==> src/rtl/debounce_array_if.sv <==
// rtl/debounce_array_if.sv - button/debounce signal bundle for debounce_array
//
// Purpose: groups the raw button inputs and the per-channel debounced
// outputs of debounce_array into one bundle.
// Signals (all NCH wide except tick_o):
//   button_i   raw asynchronous push-button levels (driven by the source)
//   level_o    debounced, registered level per channel
//   press_o    one-clk pulse on each accepted 0->1 change
//   release_o  one-clk pulse on each accepted 1->0 change
//   toggle_o   flips on every press
//   tick_o     registered sample strobe (1 bit)
// Modports: master = button source / observer, slave = debouncer.

interface debounce_array_if #(
  parameter int unsigned NCH = 4
) ();

  logic [NCH-1:0] button_i;
  logic [NCH-1:0] level_o;
  logic [NCH-1:0] press_o;
  logic [NCH-1:0] release_o;
  logic [NCH-1:0] toggle_o;
  logic           tick_o;

  modport master (
    output button_i,
    input  level_o,
    input  press_o,
    input  release_o,
    input  toggle_o,
    input  tick_o
  );

  modport slave (
    input  button_i,
    output level_o,
    output press_o,
    output release_o,
    output toggle_o,
    output tick_o
  );

endinterface

==> src/rtl/debounce_array.sv <==
// rtl/debounce_array.sv - multi-channel push-button debouncer with edge pulses
//
// Purpose: synchronises NCH raw button inputs, samples them on a shared
// prescaled tick, and accepts a new level on a channel only after STABLE
// consecutive ticks that all disagree with the current debounced level.
// Ports:
//   clk   sole clock, everything updates on its rising edge
//   rst   synchronous, active-high reset
//   bus   debounce_array_if.slave: button_i in; level_o, press_o,
//         release_o, toggle_o, tick_o out (all registered)
// Parameters:
//   NCH       channels, 1..32
//   TICK_DIV  clk cycles per sample tick, >= 1
//   STABLE    consecutive disagreeing ticks needed, 2..255
//   INIT      reset level of synchronisers and debounced levels

module debounce_array #(
  parameter int unsigned NCH      = 4,
  parameter int unsigned TICK_DIV = 50000,
  parameter int unsigned STABLE   = 8,
  parameter logic        INIT     = 1'b0
) (
  input logic           clk,
  input logic           rst,
  debounce_array_if.slave bus
);

  // A one-state prescaler still needs a 1-bit register to stay legal.
  localparam int unsigned PW = (TICK_DIV > 1) ? $clog2(TICK_DIV) : 1;
  localparam int unsigned CW = $clog2(STABLE);

  localparam logic [PW-1:0] PRE_LAST = PW'(TICK_DIV - 1);
  localparam logic [CW-1:0] CNT_LAST = CW'(STABLE - 1);

  // Two-flop synchroniser; only sync2_q is observed downstream.
  logic [NCH-1:0] sync1_q;
  logic [NCH-1:0] sync2_q;

  logic [PW-1:0]  pre_q;
  logic [PW-1:0]  pre_d;
  logic           tick_q;
  logic           tick_d;

  logic [NCH-1:0] level_q;
  logic [NCH-1:0] level_d;
  logic [NCH-1:0] press_q;
  logic [NCH-1:0] press_d;
  logic [NCH-1:0] release_q;
  logic [NCH-1:0] release_d;
  logic [NCH-1:0] toggle_q;
  logic [NCH-1:0] toggle_d;

  logic [CW-1:0]  cnt_q [NCH];
  logic [CW-1:0]  cnt_d [NCH];

  // Prescaler. tick is registered from the next count so that tick_q is
  // high exactly in the cycles where pre_q sits at its last value; the
  // debounce logic below is gated by tick_q alone.
  always_comb begin
    pre_d  = '0;
    tick_d = 1'b0;
    if (pre_q != PRE_LAST) begin
      pre_d = pre_q + 1'b1;
    end
    tick_d = (pre_d == PRE_LAST);
  end

  // Per-channel qualification. Any tick that agrees with the current
  // level clears the counter, so a single glitch restarts the count. The
  // STABLE-th consecutive disagreeing tick commits the new level.
  always_comb begin
    level_d = level_q;
    cnt_d   = cnt_q;
    for (int i = 0; i < int'(NCH); i++) begin
      if (tick_q) begin
        if (sync2_q[i] == level_q[i]) begin
          cnt_d[i] = '0;
        end else if (cnt_q[i] == CNT_LAST) begin
          level_d[i] = sync2_q[i];
          cnt_d[i]   = '0;
        end else begin
          cnt_d[i] = cnt_q[i] + 1'b1;
        end
      end
    end
    // Pulses are registered edges of the committed level, so they line
    // up with the first cycle level_o shows the new value.
    press_d   = level_d & ~level_q;
    release_d = ~level_d & level_q;
    toggle_d  = toggle_q ^ press_d;
  end

  always_ff @(posedge clk) begin
    if (rst) begin
      sync1_q   <= {NCH{INIT}};
      sync2_q   <= {NCH{INIT}};
      pre_q     <= '0;
      tick_q    <= 1'b0;
      level_q   <= {NCH{INIT}};
      press_q   <= '0;
      release_q <= '0;
      toggle_q  <= '0;
      for (int i = 0; i < int'(NCH); i++) begin
        cnt_q[i] <= '0;
      end
    end else begin
      sync1_q   <= bus.button_i;
      sync2_q   <= sync1_q;
      pre_q     <= pre_d;
      tick_q    <= tick_d;
      level_q   <= level_d;
      press_q   <= press_d;
      release_q <= release_d;
      toggle_q  <= toggle_d;
      for (int i = 0; i < int'(NCH); i++) begin
        cnt_q[i] <= cnt_d[i];
      end
    end
  end

  assign bus.level_o   = level_q;
  assign bus.press_o   = press_q;
  assign bus.release_o = release_q;
  assign bus.toggle_o  = toggle_q;
  assign bus.tick_o    = tick_q;

endmodule

==> src/flat_wrapper.sv <==
// flat-port wrapper written by rule: the top's interface ports become plain ports
module debounce_array_flat 
#(
  parameter int unsigned NCH      = 4,
  parameter int unsigned TICK_DIV = 50000,
  parameter int unsigned STABLE   = 8,
  parameter logic        INIT     = 1'b0
)
  (clk, rst, bus_button_i, bus_level_o, bus_press_o, bus_release_o, bus_toggle_o, bus_tick_o);
  debounce_array_if #(.NCH(NCH)) bus_i ();
  input logic clk;
  input logic rst;
  input wire logic [$bits(bus_i.button_i)-1:0] bus_button_i;
  output wire logic [$bits(bus_i.level_o)-1:0] bus_level_o;
  output wire logic [$bits(bus_i.press_o)-1:0] bus_press_o;
  output wire logic [$bits(bus_i.release_o)-1:0] bus_release_o;
  output wire logic [$bits(bus_i.toggle_o)-1:0] bus_toggle_o;
  output wire logic [$bits(bus_i.tick_o)-1:0] bus_tick_o;
  assign bus_i.button_i = bus_button_i;
  assign bus_level_o = bus_i.level_o;
  assign bus_press_o = bus_i.press_o;
  assign bus_release_o = bus_i.release_o;
  assign bus_toggle_o = bus_i.toggle_o;
  assign bus_tick_o = bus_i.tick_o;
  debounce_array #(.NCH(NCH), .TICK_DIV(TICK_DIV), .STABLE(STABLE), .INIT(INIT)) u_core (.clk(clk), .rst(rst), .bus(bus_i));
endmodule
==> config.mk <==
export PLATFORM = sky130hd
export DESIGN_NAME = debounce_array_flat
export DESIGN_NICKNAME = d
export VERILOG_FILES = /design/src/rtl/debounce_array_if.sv /design/src/rtl/debounce_array.sv /design/src/flat_wrapper.sv
export SDC_FILE = /design/constraint.sdc
export NUM_CORES = 1
export LEC_CHECK = 0
export ABC_AREA = 1
export CAP_MARGIN = 20
export CORE_ASPECT_RATIO = 1.75
export CORE_MARGIN = 8
export CORE_UTILIZATION = 51
export CTS_CLUSTER_SIZE = 8
export DETAILED_ROUTE_END_ITERATION = 6
export MAX_ROUTING_LAYER = met4
export PLACE_DENSITY_LB_ADDON = 0.08
export SYNTH_ARGS = -nofsm -noshare
export SYNTH_HDL_FRONTEND = slang
export SYNTH_SLANG_ARGS = --single-unit
export TNS_END_PERCENT = 5
==> constraint.sdc <==
create_clock -name clk -period 1.4 [get_ports clk]
set_clock_uncertainty 0.05 [all_clocks]
set_input_delay 0.35 -clock clk [delete_from_list [all_inputs] [get_ports clk]]
set_output_delay 0.35 -clock clk [all_outputs]
set_load 0.01 [all_outputs]
**Yosys cells after proc, flatten, opt, wreduce, memory -nomap -nowiden**

Index checks and enable logic that the tools add are counted.

- Output and inout bits: 17
- RAM bits: 0
- Memories: 0
- Register bits after elaboration: 53
- Memory bits (read-only): 0
- Word-level logic and storage cells: 53
- Latch bits: 0
- Input bits: 6

- Add/subtract/negate cells: 5
- Shift operators: 0
- Reductions and logical operators: 0
- Multiply operators: 0
- Bitwise gates (word level): 5
- Order comparisons: 0
- Equality and inequality tests: 10
- Div/mod/pow operators: 0
- Mux-type cells: 21

Operators by type and width:

| cell | count |
|---|---|
| 2-to-1 mux 3 bit | 8 |
| adder 16 x 1 -> 16 bit, second input constant | 1 |
| equality test 16 bit, second input constant | 1 |
| 2-to-1 mux 16 bit | 1 |
| inequality test 16 bit, second input constant | 1 |
| adder 3 x 1 -> 3 bit, second input constant | 4 |
| equality test 3 bit, second input constant | 4 |
| 2-to-1 mux 1 bit | 12 |
| bitwise AND 4 bit | 2 |
| inverter 4 bit | 2 |
| equality test 1 bit | 4 |
| XOR 4 bit | 1 |

**Logic depth before layout (Yosys ltp)**

Gate-level depths: netlist of the first run.

- Depth after elaboration: 6
- Gate-level depth with buffers: 11
- Gate-level depth less buffers: 11

**Least setup slack after synthesis of the first run**

OpenSTA, ideal clock, no wires.

- Path type: reg2reg
- From: reg u_core.cnt_q[0] (netlist bit)
- To: reg u_core.toggle_q[3], in the netlist u_core.bus.toggle_o[3]
- Clock period less this slack: 1501 ps
- Setup slack: -101 ps
- Data arrival time: 1329 ps
- Required time: 1227 ps
- Library setup time: 123 ps
- Buffers on the path: 0
- Cell stages (with the launch flop): 9
- Cell sequence: dfxtp_1 ha_1 ha_1 nand2_1 or2_2 o21ai_0 nor2_1 o21ai_0 a21oi_1

- Longest elaborated chain between the ends: 6

Ends and longest elaborated chain:

| element | RTL line | source |
|---|---|---|
| start, declared | debounce_array.sv:53 | `logic [CW-1:0] cnt_q [NCH];` |
| start signal, assigned by index | debounce_array.sv:116 | `cnt_q[i] <= cnt_d[i];` |
| equality test 3 bit | debounce_array.sv:78 | `end else if (cnt_q[i] == CNT_LAST) begin` |
| 2-to-1 mux 1 bit | debounce_array.sv:78 |  |
| 2-to-1 mux 1 bit | debounce_array.sv:76 | `if (sync2_q[i] == level_q[i]) begin` |
| 2-to-1 mux 1 bit | debounce_array.sv:75 | `if (tick_q) begin` |
| bitwise AND 4 bit | debounce_array.sv:88 | `press_d = level_d & ~level_q;` |
| XOR 4 bit | debounce_array.sv:90 | `toggle_d = toggle_q ^ press_d;` |
| end signal, assigned | debounce_array.sv:114 | `toggle_q <= toggle_d;` |
| end, declared | debounce_array.sv:50 | `logic [NCH-1:0] toggle_q;` |

No other way between the ends.
A chain may end at the register's enable or synchronous reset.

**Worst setup path in the final report of the first run**

- From: reg u_core.pre_q[0]
- To: reg u_core.tick_q, in the netlist u_core.bus.tick_o

- Longest elaborated chain between the ends: 3
- Elaborated cells on any way between the ends: 4
- Those cells by class: add/sub (1); eq/ne (2); mux (1)

Ends and longest elaborated chain:

| element | RTL line | source |
|---|---|---|
| start, declared | debounce_array.sv:39 | `logic [PW-1:0] pre_q;` |
| start signal, assigned | debounce_array.sv:109 | `pre_q <= pre_d;` |
| adder 16 x 1 -> 16 bit or inequality test 16 bit (tied branches) | debounce_array.sv:63, debounce_array.sv:62 |  |
| 2-to-1 mux 16 bit (*) | debounce_array.sv:62 | `if (pre_q != PRE_LAST) begin` |
| equality test 16 bit (*) | debounce_array.sv:65 | `tick_d = (pre_d == PRE_LAST);` |
| end signal, assigned | debounce_array.sv:110 | `tick_q <= tick_d;` |
| end, declared | debounce_array.sv:41 | `logic tick_q;` |

Mark *: on every way between the ends. The rest lies on a longest branch, timed or not.

==> results of run 1 <==
worst min path at each step:
stage | from | to | slack [ns] | depth (start not counted)
5_1_grt | u_core.sync1_q[3] | u_core.sync2_q[3] | 0.38 | 2
2_1_floorplan | u_core.sync1_q[0] | u_core.sync2_q[0] | 0.34 | 2
4_1_cts | u_core.sync1_q[0] | u_core.sync2_q[0] | 0.36 | 2
3_5_place_dp | u_core.sync1_q[0] | u_core.sync2_q[0] | 0.35 | 2
6_report | u_core.sync1_q[0] | u_core.sync2_q[0] | 0.36 | 2
3_3_place_gp | u_core.sync1_q[0] | u_core.sync2_q[0] | 0.34 | 2
worst register-to-register path, cell delays in order (launching register included):
cell	delay, ns
sky130_fd_sc_hd__dfxtp_2	0.36
sky130_fd_sc_hd__ha_4	0.15
sky130_fd_sc_hd__nand2_2	0.08
sky130_fd_sc_hd__nor2_4	0.18
sky130_fd_sc_hd__nand2_4	0.08
sky130_fd_sc_hd__inv_2	0.07
sky130_fd_sc_hd__nand2_2	0.05
sky130_fd_sc_hd__nand2_2	0.06
sky130_fd_sc_hd__nand2_1	0.07
sky130_fd_sc_hd__nor3_2	0.17
sky130_fd_sc_hd__nand2_1	0.08
sky130_fd_sc_hd__nor2_2	0.09
cell usage after synthesis:
cell / instances
sky130_fd_sc_hd__nand3_1: 19
sky130_fd_sc_hd__o21bai_1: 1
sky130_fd_sc_hd__nand2_2: 7
sky130_fd_sc_hd__nand2_1: 67
sky130_fd_sc_hd__a21oi_1: 19
sky130_fd_sc_hd__xor2_1: 3
sky130_fd_sc_hd__clkbuf_1: 5
sky130_fd_sc_hd__dfxtp_1: 53
sky130_fd_sc_hd__buf_2: 1
sky130_fd_sc_hd__inv_2: 2
sky130_fd_sc_hd__a31oi_1: 2
sky130_fd_sc_hd__nor3_1: 17
sky130_fd_sc_hd__nor2_1: 49
sky130_fd_sc_hd__ha_1: 9
sky130_fd_sc_hd__inv_1: 37
sky130_fd_sc_hd__o21ai_0: 13
sky130_fd_sc_hd__nand2_4: 1
sky130_fd_sc_hd__buf_1: 2
sky130_fd_sc_hd__a211oi_1: 2
sky130_fd_sc_hd__or2_2: 1
sky130_fd_sc_hd__nor2_4: 2
sky130_fd_sc_hd__o41ai_1: 1
sky130_fd_sc_hd__nand4_1: 5
sky130_fd_sc_hd__nor4_1: 1
sky130_fd_sc_hd__nor3_2: 1
sky130_fd_sc_hd__nor2_2: 8
registers in the layout, indices dropped and copies added, names as in the netlist:
register	flops
u_core.bus.toggle_o	4
u_core.sync2_q	4
u_core.pre_q	16
u_core.bus.level_o	4
u_core.cnt_q	12
u_core.sync1_q	4
u_core.bus.release_o	4
u_core.bus.tick_o	1
u_core.bus.press_o	4
cells in the final DEF (no fill, tap or decap), types with 12 or more instances in the layout:
master                          Yosys  final
sky130_fd_sc_hd__inv_1             37     36
sky130_fd_sc_hd__nor2_1            49     44
sky130_fd_sc_hd__nand2_1           67     64
sky130_fd_sc_hd__nand3_1           19     19
sky130_fd_sc_hd__a21oi_1           19     19
sky130_fd_sc_hd__dfxtp_1           53     41
sky130_fd_sc_hd__dlygate4sd2_1      0     16
sky130_fd_sc_hd__buf_4              0     41
sky130_fd_sc_hd__nor3_1            17     17
sky130_fd_sc_hd__dfxtp_2            0     12
stage by stage:
step | area (µm²) | setup TNS, ns | hold slack (ns)
2_1_floorplan | 2390 | -0.0189 | 0.338
3_3_place_gp | 2950 | -3.74 | 0.341
5_1_grt | 3160 | -1.43 | 0.383
4_1_cts | 3100 | -0.282 | 0.363
6_report | 3160 | -0.484 | 0.359
3_5_place_dp | 2950 | -3.97 | 0.348
repair_timing:
action                                  CTS  global route
pin swaps                                 5             2
gates resized for setup                  31            21
endpoints found under the setup margin   31            21
setup buffers                             0             2
final cells by class:
| type | count | share of cell area (%) |
|---|---|---|
| Tap cell | 52 | 2.06 |
| Multi-Input combinational cell | 228 | 39.3 |
| Timing Repair Buffer | 65 | 16.8 |
| Sequential cell | 53 | 34.0 |
| Inverter | 39 | 4.63 |
| Clock inverter | 2 | 1.11 |
| Clock buffer | 5 | 2.17 |
power groups by stage:
stage	Clock (µW)	Combinational [µW]	Sequential [µW]
global route	1080	122	1540
finish	999	108	1540
global placement	0	103	1570
detailed placement	0	103	1570
floorplan	0	55.4	1570
CTS	1030	108	1540
per-layer routing:
metal | up-vias | wire length [µm] | GRT usage (%)
li1 | 1172 | - | -
met1 | 1037 | 2190 | 16.9
met2 | 27 | 3170 | 30.1
met3 | 16 | 85 | 2.63
met4 | 0 | 197 | 8.87
met5 | - | 0 | -
logic make-up after synthesis:
group                    Yosys count  synth area share (%)
AO/OA/AOI/OAI                     38                  8.57
XOR/XNOR                           3                  1.10
adder cells (fa/ha/maj)            9                  4.73
buffers and inverters             47                  7.47
flip-flops                        53                  44.6
AND/OR/NAND/NOR                  178                  33.5
==> impl_table.tex, run 1 <==
\begin{tabular}{lr}
\hline
Metric & Value \\
\hline
\multicolumn{2}{l}{\textbf{Status}} \\
\quad Outcome & finished, violations left \\
\quad Failing checks & setup timing \\
\multicolumn{2}{l}{\textbf{Clock tree}} \\
\quad Clock edge transition at the registers on the reported setup and hold paths & 0.09 ns \\
\quad Maximum root-to-sink buffer count & 2 \\
\quad Clk sink count & 53 \\
\quad Clock insertion delay at the later pin of the skew report & 0.30 ns \\
\quad Cts-stage hold buffer count & 0 \\
\quad Clock tree from TritonCTS & done \\
\quad CTS buffer count & 5 \\
\quad Maximum level of the CTS H-tree & 2 \\
\quad CTS root buf & sky130\_fd\_sc\_hd\_\_clkbuf\_8 \\
\multicolumn{2}{l}{\textbf{Worst setup path}} \\
\quad Arrival time of data at the critical path endpoint & 1.76 ns \\
\quad Crit path buf inv count & 1 \\
\quad Worst reg2reg path endpoint & u\_core.bus.tick\_o \\
\quad Path length in cells of the critical path & 11 \\
\quad Critical path required time & 1.59 ns \\
\quad Cell with the biggest individual delay on the critical path & sky130\_fd\_sc\_hd\_\_dfxtp\_2 \\
\quad Start point of the critical path & u\_core.pre\_q[0] \\
\quad Startpoint of the lowest-slack register-to-register path & u\_core.pre\_q[0] \\
\quad Crit path launch type & flip-flop \\
\quad Capture point of the worst path & u\_core.bus.tick\_o \\
\quad R2R Setup Slk & -0.16 ns \\
\quad Endpoint type of the worst setup path & flip-flop \\
\quad Critical Path Fanout Max & 3 \\
\quad Largest incremental delay on the critical path & 0.36 ns \\
\quad Crit Path Class & reg -> reg \\
\quad Worst-path cell chain & ha\_4, nand2\_2, nor2\_4, nand2\_4, inv\_2, nand2\_2, nand2\_2, nand2\_1, nor3\_2, nand2\_1, nor2\_2 \\
\quad Dominant delay contributor by cell family on the critical path & simple AND/OR/NAND/NOR gates \\
\quad Most used cell along the critical path & sky130\_fd\_sc\_hd\_\_nand2\_2 \\
\quad Number of cell instances on the worst register-to-register path & 11 \\
\multicolumn{2}{l}{\textbf{Synth}} \\
\quad Number of warning messages in the yosys log & 0 \\
\quad Syn Inst Count & 328 \\
\quad Synth top area cells & sky130\_fd\_sc\_hd\_\_dfxtp\_1 (45\%), sky130\_fd\_sc\_hd\_\_nand2\_1 (11\%), sky130\_fd\_sc\_hd\_\_nor2\_1 (7.7\%), sky130\_fd\_sc\_hd\_\_inv\_1 (5.8\%), sky130\_fd\_sc\_hd\_\_ha\_1 (4.7\%) \\
\quad Netlist cell types & 26 \\
\quad Share of the synthesized area in the top cell type & 44.6\% \\
\quad Number of nets produced by synthesis & 343 \\
\quad Post-synthesis instance area & 2380 µm² \\
\quad Portion of the post-synthesis area used by sequential elements & 44.6\% \\
\quad Synth area leader & sky130\_fd\_sc\_hd\_\_dfxtp\_1 \\
\quad Average size of a mapped cell & 7.25 µm² \\
\quad Seq cells post-synth & 53 \\
\multicolumn{2}{l}{\textbf{Die}} \\
\quad Die height & 106 µm \\
\quad Floorplan row count & 33 \\
\quad Core region area & 4580 µm² \\
\quad Chip Width & 67.6 µm \\
\quad Area enclosed by the die boundary & 7190 µm² \\
\quad Initial Util & 51.9\% \\
\quad Top Ports & 23 \\
\multicolumn{2}{l}{\textbf{Power}} \\
\quad Switching fraction of total power & 20.8\% \\
\quad Pwr Density & 836 nW/µm² \\
\quad Sequential share of power & 58.1\% \\
\quad Switching Power & 550 µW \\
\quad Total power & 2650 µW \\
\quad Fraction of power consumed by combinational cells & 4.1\% \\
\quad P\_leak & 0.00144 µW \\
\quad Highest ir drop seen on vdd & 0.745 mV \\
\quad Power share of the clock group & 37.8\% \\
\quad Cell-internal power & 2100 µW \\
\multicolumn{2}{l}{\textbf{Global routing}} \\
\quad Total congestion overflow & 0 \\
\quad Wire length of the first global-routing pass & 9510 µm \\
\quad Aggregate global-route resource usage & 17.0\% \\
\quad Number of antenna violations at the first check in global routing & 0 \\
\quad Via count of the first global-routing pass & 2,180 \\
\quad Largest net degree at the start of global routing & 40 \\
\multicolumn{2}{l}{\textbf{Place}} \\
\quad Cell count after placement & 435 \\
\quad Gp weighted congestion & 0.923 \\
\quad Detailed Place HPWL & 4090 µm \\
\quad Number of port buffers & 22 \\
\quad Post-Place Worst Slack & -0.183 ns \\
\multicolumn{2}{l}{\textbf{STA}} \\
\quad Least-Margin Pin Slew & 0.400 ns \\
\quad Final setup violating endpoints & 8 \\
\quad Hold violation count in the final report & 0 \\
\quad Min cycle time layout & 1.56 ns \\
\quad Final period util & 112\% \\
\quad Unrepaired setup endpoints after global routing & yes \\
\quad Max-slew violations & 0 \\
\quad Slew margin rel. & 73.4\% \\
\quad Peak Freq & 640 MHz \\
\quad Final Worst Setup Slack & -0.162 ns \\
\multicolumn{2}{l}{\textbf{Cells and area}} \\
\quad Antenna diodes & 0 \\
\quad Share of post-route cells with drive strength above 1 & 25.5\% \\
\quad NumNets Final & 407 \\
\quad Combined area of the multi-input logic cells & 1240 µm² \\
\quad Final Instance Count excl. Fillers & 444 \\
\quad Layout-stage area growth over the synthesis result & 33.0\% \\
\quad Final core utilization & 69.0\% \\
\quad FF/Latch Area & 1080 µm² \\
\quad Filler cell count & 395 \\
\multicolumn{2}{l}{\textbf{Routing}} \\
\quad DR DRC count & 0 \\
\quad Antenna Violating Nets Remaining & 0 \\
\quad Total Routed Length & 5640 µm \\
\quad Mean routed wirelength per cell & 12.7 µm \\
\quad Vias post-DR & 2,252 \\
\quad Number of iterations in the first detailed-routing pass & 4 \\
\quad Avg Vias per Cell & 5.07 \\
\quad First DRT Iteration DRCs & 147 \\
\multicolumn{2}{l}{\textbf{Flow run}} \\
\quad Max\_cap viols & 0 \\
\multicolumn{2}{l}{\textbf{Worst hold path}} \\
\quad Worst hold path class & reg -> reg \\
\hline
\end{tabular}
(Power assumes the default switching activity.)
==> run 2, diff against run 1 <==
--- a/config.mk
+++ b/config.mk
@@ -17,4 +17,4 @@
 export SYNTH_ARGS = -nofsm -noshare
 export SYNTH_HDL_FRONTEND = slang
 export SYNTH_SLANG_ARGS = --single-unit
-export TNS_END_PERCENT = 5
+export TNS_END_PERCENT = 1
==> results of run 2 <==
No change in the layout: final DEF, timing and power equal those of run 1.
==> run 3, diff against run 2 <==
--- a/config.mk
+++ b/config.mk
@@ -9,11 +9,12 @@
 export CAP_MARGIN = 20
 export CORE_ASPECT_RATIO = 1.75
 export CORE_MARGIN = 8
-export CORE_UTILIZATION = 51
+export CORE_UTILIZATION = 40
 export CTS_CLUSTER_SIZE = 8
 export DETAILED_ROUTE_END_ITERATION = 6
 export MAX_ROUTING_LAYER = met4
 export PLACE_DENSITY_LB_ADDON = 0.08
+export REMOVE_ABC_BUFFERS = 1
 export SYNTH_ARGS = -nofsm -noshare
 export SYNTH_HDL_FRONTEND = slang
 export SYNTH_SLANG_ARGS = --single-unit
==> run 3 against run 2 <==
Effect of this change:
- the run still ends with setup timing left
- critical path depth unchanged
- die area increased by 22%
- maximum frequency increased by 5.0%
- sequential power about the same
- utilization decreased by 14 points
- non-clock buffer count increased by 10
- sequential cell count unchanged
- register-to-register slack improved by 0.07 ns
- via count increased by 1.9%
- worst hold slack got worse by 0.0010 ns
- largest power group unchanged
==> impl_table.tex, run 3 (synthesis results as in run 1) <==
\begin{tabular}{lr}
\hline
Metric & Value \\
\hline
\multicolumn{2}{l}{\textbf{STA}} \\
\quad Least-Margin Pin Slew & 0.422 ns (+0.0222 ns) \\
\quad Final Worst Setup Slack & -0.0882 ns (+0.0737 ns) \\
\quad Slew margin rel. & 71.9\% (-1.5 points) \\
\quad Peak Freq & 672 MHz (+5.0\%) \\
\quad Min cycle time layout & 1.49 ns (-0.0737 ns) \\
\quad Hold violation count in the final report & 0 (unchanged) \\
\quad Final setup violating endpoints & 10 (+2) \\
\quad Unrepaired setup endpoints after global routing & yes \\
\quad Final period util & 106\% (-5.3 points) \\
\quad Hold Slack & 0.358 ns (-0.00104 ns) \\
\quad Max-slew violations & 0 (unchanged) \\
\multicolumn{2}{l}{\textbf{Power}} \\
\quad P\_leak & 0.00146 µW (+1.2\%) \\
\quad Pwr Density & 782 nW/µm² (-6.4\%) \\
\quad Cell-internal power & 1970 µW (-5.9\%) \\
\quad Switching Power & 553 µW (+0.65\%) \\
\quad Switching fraction of total power & 21.9\% (+1.1 points) \\
\quad Highest ir drop seen on vdd & 0.694 mV (-6.9\%) \\
\quad Fraction of power consumed by combinational cells & 4.6\% (+0.5 points) \\
\quad Sequential share of power & 60.9\% (+2.8 points) \\
\quad Power share of the clock group & 34.5\% (-3.3 points) \\
\multicolumn{2}{l}{\textbf{Cells and area}} \\
\quad Layout-stage area growth over the synthesis result & 35.7\% \\
\quad Largest registers & u\_core.pre\_q x16, u\_core.cnt\_q x12 \\
\quad Antenna diodes & 0 (unchanged) \\
\quad Commonest cells after routing, fill and taps aside & sky130\_fd\_sc\_hd\_\_nand2\_1 (63), sky130\_fd\_sc\_hd\_\_buf\_4 (51), sky130\_fd\_sc\_hd\_\_nor2\_1 (44), sky130\_fd\_sc\_hd\_\_dfxtp\_1 (42), sky130\_fd\_sc\_hd\_\_inv\_1 (35) \\
\quad Final Instance Count excl. Fillers & 480 (+8.1\%) \\
\quad NumNets Final & 417 (+2.5\%) \\
\quad Largest register FFs & 16 (unchanged) \\
\quad Most common cell after layout, fill and taps aside & sky130\_fd\_sc\_hd\_\_nand2\_1 \\
\quad Share of post-route cells with drive strength above 1 & 28.1\% (+2.6 points) \\
\quad Register containing the most flip-flops in the final layout & u\_core.pre\_q \\
\multicolumn{2}{l}{\textbf{Clock tree}} \\
\quad CTS buffer count & 5 (unchanged) \\
\quad CTS root buf & sky130\_fd\_sc\_hd\_\_clkbuf\_8 \\
\quad Clk sink count & 53 (unchanged) \\
\quad Maximum level of the CTS H-tree & 2 (unchanged) \\
\quad Cts-stage hold buffer count & 0 (unchanged) \\
\quad Clock insertion delay at the later pin of the skew report & 0.30 ns (about the same) \\
\quad Maximum root-to-sink buffer count & 2 (unchanged) \\
\quad Clock edge transition at the registers on the reported setup and hold paths & 0.09 ns (about the same) \\
\quad Clock tree from TritonCTS & done \\
\multicolumn{2}{l}{\textbf{Worst setup path}} \\
\quad Critical path required time & 1.59 ns (about the same) \\
\quad Largest incremental delay on the critical path & 0.35 ns (about the same) \\
\quad Crit path buf inv count & 1 (unchanged) \\
\quad Critical Path Fanout Max & 3 (unchanged) \\
\quad Cell with the biggest individual delay on the critical path & sky130\_fd\_sc\_hd\_\_dfxtp\_2 \\
\quad Crit Path Class & reg -> reg \\
\quad Worst-path cell chain & ha\_4, nand3\_2, buf\_4, nand2\_1, nand2\_1, nand3\_2, nor2\_2, nand3\_1, nor2\_1, nand2\_1, nor2\_2 \\
\quad Capture point of the worst path & u\_core.bus.tick\_o \\
\quad Number of cell instances on the worst register-to-register path & 11 (unchanged) \\
\quad Most used cell along the critical path & sky130\_fd\_sc\_hd\_\_nand2\_1 \\
\quad R2R Setup Slk & -0.09 ns (+0.07 ns) \\
\quad Arrival time of data at the critical path endpoint & 1.68 ns (-0.08 ns) \\
\quad Path length in cells of the critical path & 11 (unchanged) \\
\quad Startpoint of the lowest-slack register-to-register path & u\_core.pre\_q[1] \\
\quad Worst reg2reg path endpoint & u\_core.bus.tick\_o \\
\quad Start point of the critical path & u\_core.pre\_q[1] \\
\quad Crit path launch type & flip-flop \\
\quad Endpoint type of the worst setup path & flip-flop \\
\quad Dominant delay contributor by cell family on the critical path & simple AND/OR/NAND/NOR gates \\
\multicolumn{2}{l}{\textbf{Global routing}} \\
\quad Global-route track usage on met1 & 13.3\% (-3.5 points) \\
\quad Total congestion overflow & 0 (unchanged) \\
\quad Wire length of the first global-routing pass & 9790 µm (+3.0\%) \\
\quad Global routing usage on met2 & 26.8\% (-3.3 points) \\
\quad GR peak layer & met2 \\
\quad Largest net degree at the start of global routing & 40 (unchanged) \\
\quad Aggregate global-route resource usage & 14.4\% (-2.6 points) \\
\quad M3 GR Usage & 2.30\% (-0.33 points) \\
\quad Number of antenna violations at the first check in global routing & 0 (unchanged) \\
\quad Via count of the first global-routing pass & 2,283 (+4.7\%) \\
\multicolumn{2}{l}{\textbf{Routing}} \\
\quad Vias post-DR & 2,295 (+1.9\%) \\
\quad Total Routed Length & 5690 µm (+0.83\%) \\
\quad Antenna Violating Nets Remaining & 0 (unchanged) \\
\quad DR DRC count & 0 (unchanged) \\
\quad Mean routed wirelength per cell & 11.9 µm (-6.7\%) \\
\quad Avg Vias per Cell & 4.78 (-5.7\%) \\
\quad Number of iterations in the first detailed-routing pass & 4 (unchanged) \\
\quad First DRT Iteration DRCs & 88 (-40\%) \\
\multicolumn{2}{l}{\textbf{Status}} \\
\quad Failing checks & setup timing \\
\quad Outcome & finished, violations left \\
\multicolumn{2}{l}{\textbf{Die}} \\
\quad Chip Width & 74.3 µm (+9.9\%) \\
\quad Top Ports & 23 (unchanged) \\
\quad Die height & 118 µm (+11\%) \\
\quad Core region area & 5830 µm² (+27\%) \\
\quad Initial Util & 40.8\% (-11 points) \\
\quad Floorplan row count & 37 (+12\%) \\
\quad Area enclosed by the die boundary & 8770 µm² (+22\%) \\
\multicolumn{2}{l}{\textbf{Place}} \\
\quad Number of port buffers & 22 (unchanged) \\
\quad Detailed Place HPWL & 4450 µm (+8.6\%) \\
\quad Gp weighted congestion & 0.878 (-4.9\%) \\
\quad Cell count after placement & 473 (+8.7\%) \\
\multicolumn{2}{l}{\textbf{Worst hold path}} \\
\quad Worst hold path class & reg -> reg \\
\multicolumn{2}{l}{\textbf{Flow run}} \\
\quad Max\_cap viols & 0 (unchanged) \\
\hline
\end{tabular}
[run 3: per-stage QoR]
| step | total power [µW] | TNS, ns | setup WS [ns] | instance area, µm² | util [%] |
|---|---|---|---|---|---|
| floorplan | 1610 | -0.496 | -0.292 | 2350 | - |
| global placement | 1680 | -6.57 | -0.254 | 3060 | 52.5 |
| detailed placement | 1680 | -6.90 | -0.260 | 3060 | 52.5 |
| CTS | 2560 | -0.479 | -0.137 | 3180 | 54.6 |
| global route | 2630 | -1.78 | -0.213 | 3230 | 55.3 |
| finish | 2520 | -0.352 | -0.0882 | 3230 | 55.3 |
[run 3: routing by layer]
layer | wire, µm | vias to the layer above
li1 | - | 1193
met1 | 2170 | 1063
met2 | 3250 | 25
met3 | 94 | 14
met4 | 173 | 0
met5 | 0 | -
[run 3: how the worst min path moves through the flow]
stage / start / to / slack (ns) / depth (start not counted)
CTS: u_core.sync1_q[1] / u_core.sync2_q[1] / 0.36 / 2
detailed placement: u_core.sync1_q[1] / u_core.sync2_q[1] / 0.35 / 2
finish: u_core.sync1_q[1] / u_core.sync2_q[1] / 0.36 / 2
global route: u_core.sync1_q[1] / u_core.sync2_q[1] / 0.37 / 2
global placement: u_core.sync1_q[3] / u_core.sync2_q[3] / 0.34 / 2
floorplan: u_core.sync1_q[0] / u_core.sync2_q[0] / 0.34 / 2
[run 3: area by class of cell]
class / count / area, µm²
multi-input combinational: 228 / 1220
clock inverter: 1 / 7.51
inverter: 39 / 146
fill: 626 / 2610
sequential: 53 / 1070
tap: 78 / 97.6
timing repair buffer: 75 / 601
clock buffer: 6 / 82.6
[run 3: power groups by stage]
stage	Sequential [µW]	Combinational [µW]	Clock (µW)
global placement	1570	111	0
finish	1540	117	870
detailed placement	1570	111	0
floorplan	1570	41.0	0
global route	1540	132	960
CTS	1540	117	903
[run 3: what timing repair did]
action / in CTS / in global routing
endpoints found under the setup margin: 31 / 24
gates resized for setup: 32 / 23
buffers inserted: 0 / 0
pin swaps: 3 / 4
[run 3: tightest hold or removal path: stages (launching register included)]
cell,delay [ns]
sky130_fd_sc_hd__dfxtp_1,0.31
sky130_fd_sc_hd__inv_1,0.04
sky130_fd_sc_hd__nor2_1,0.03
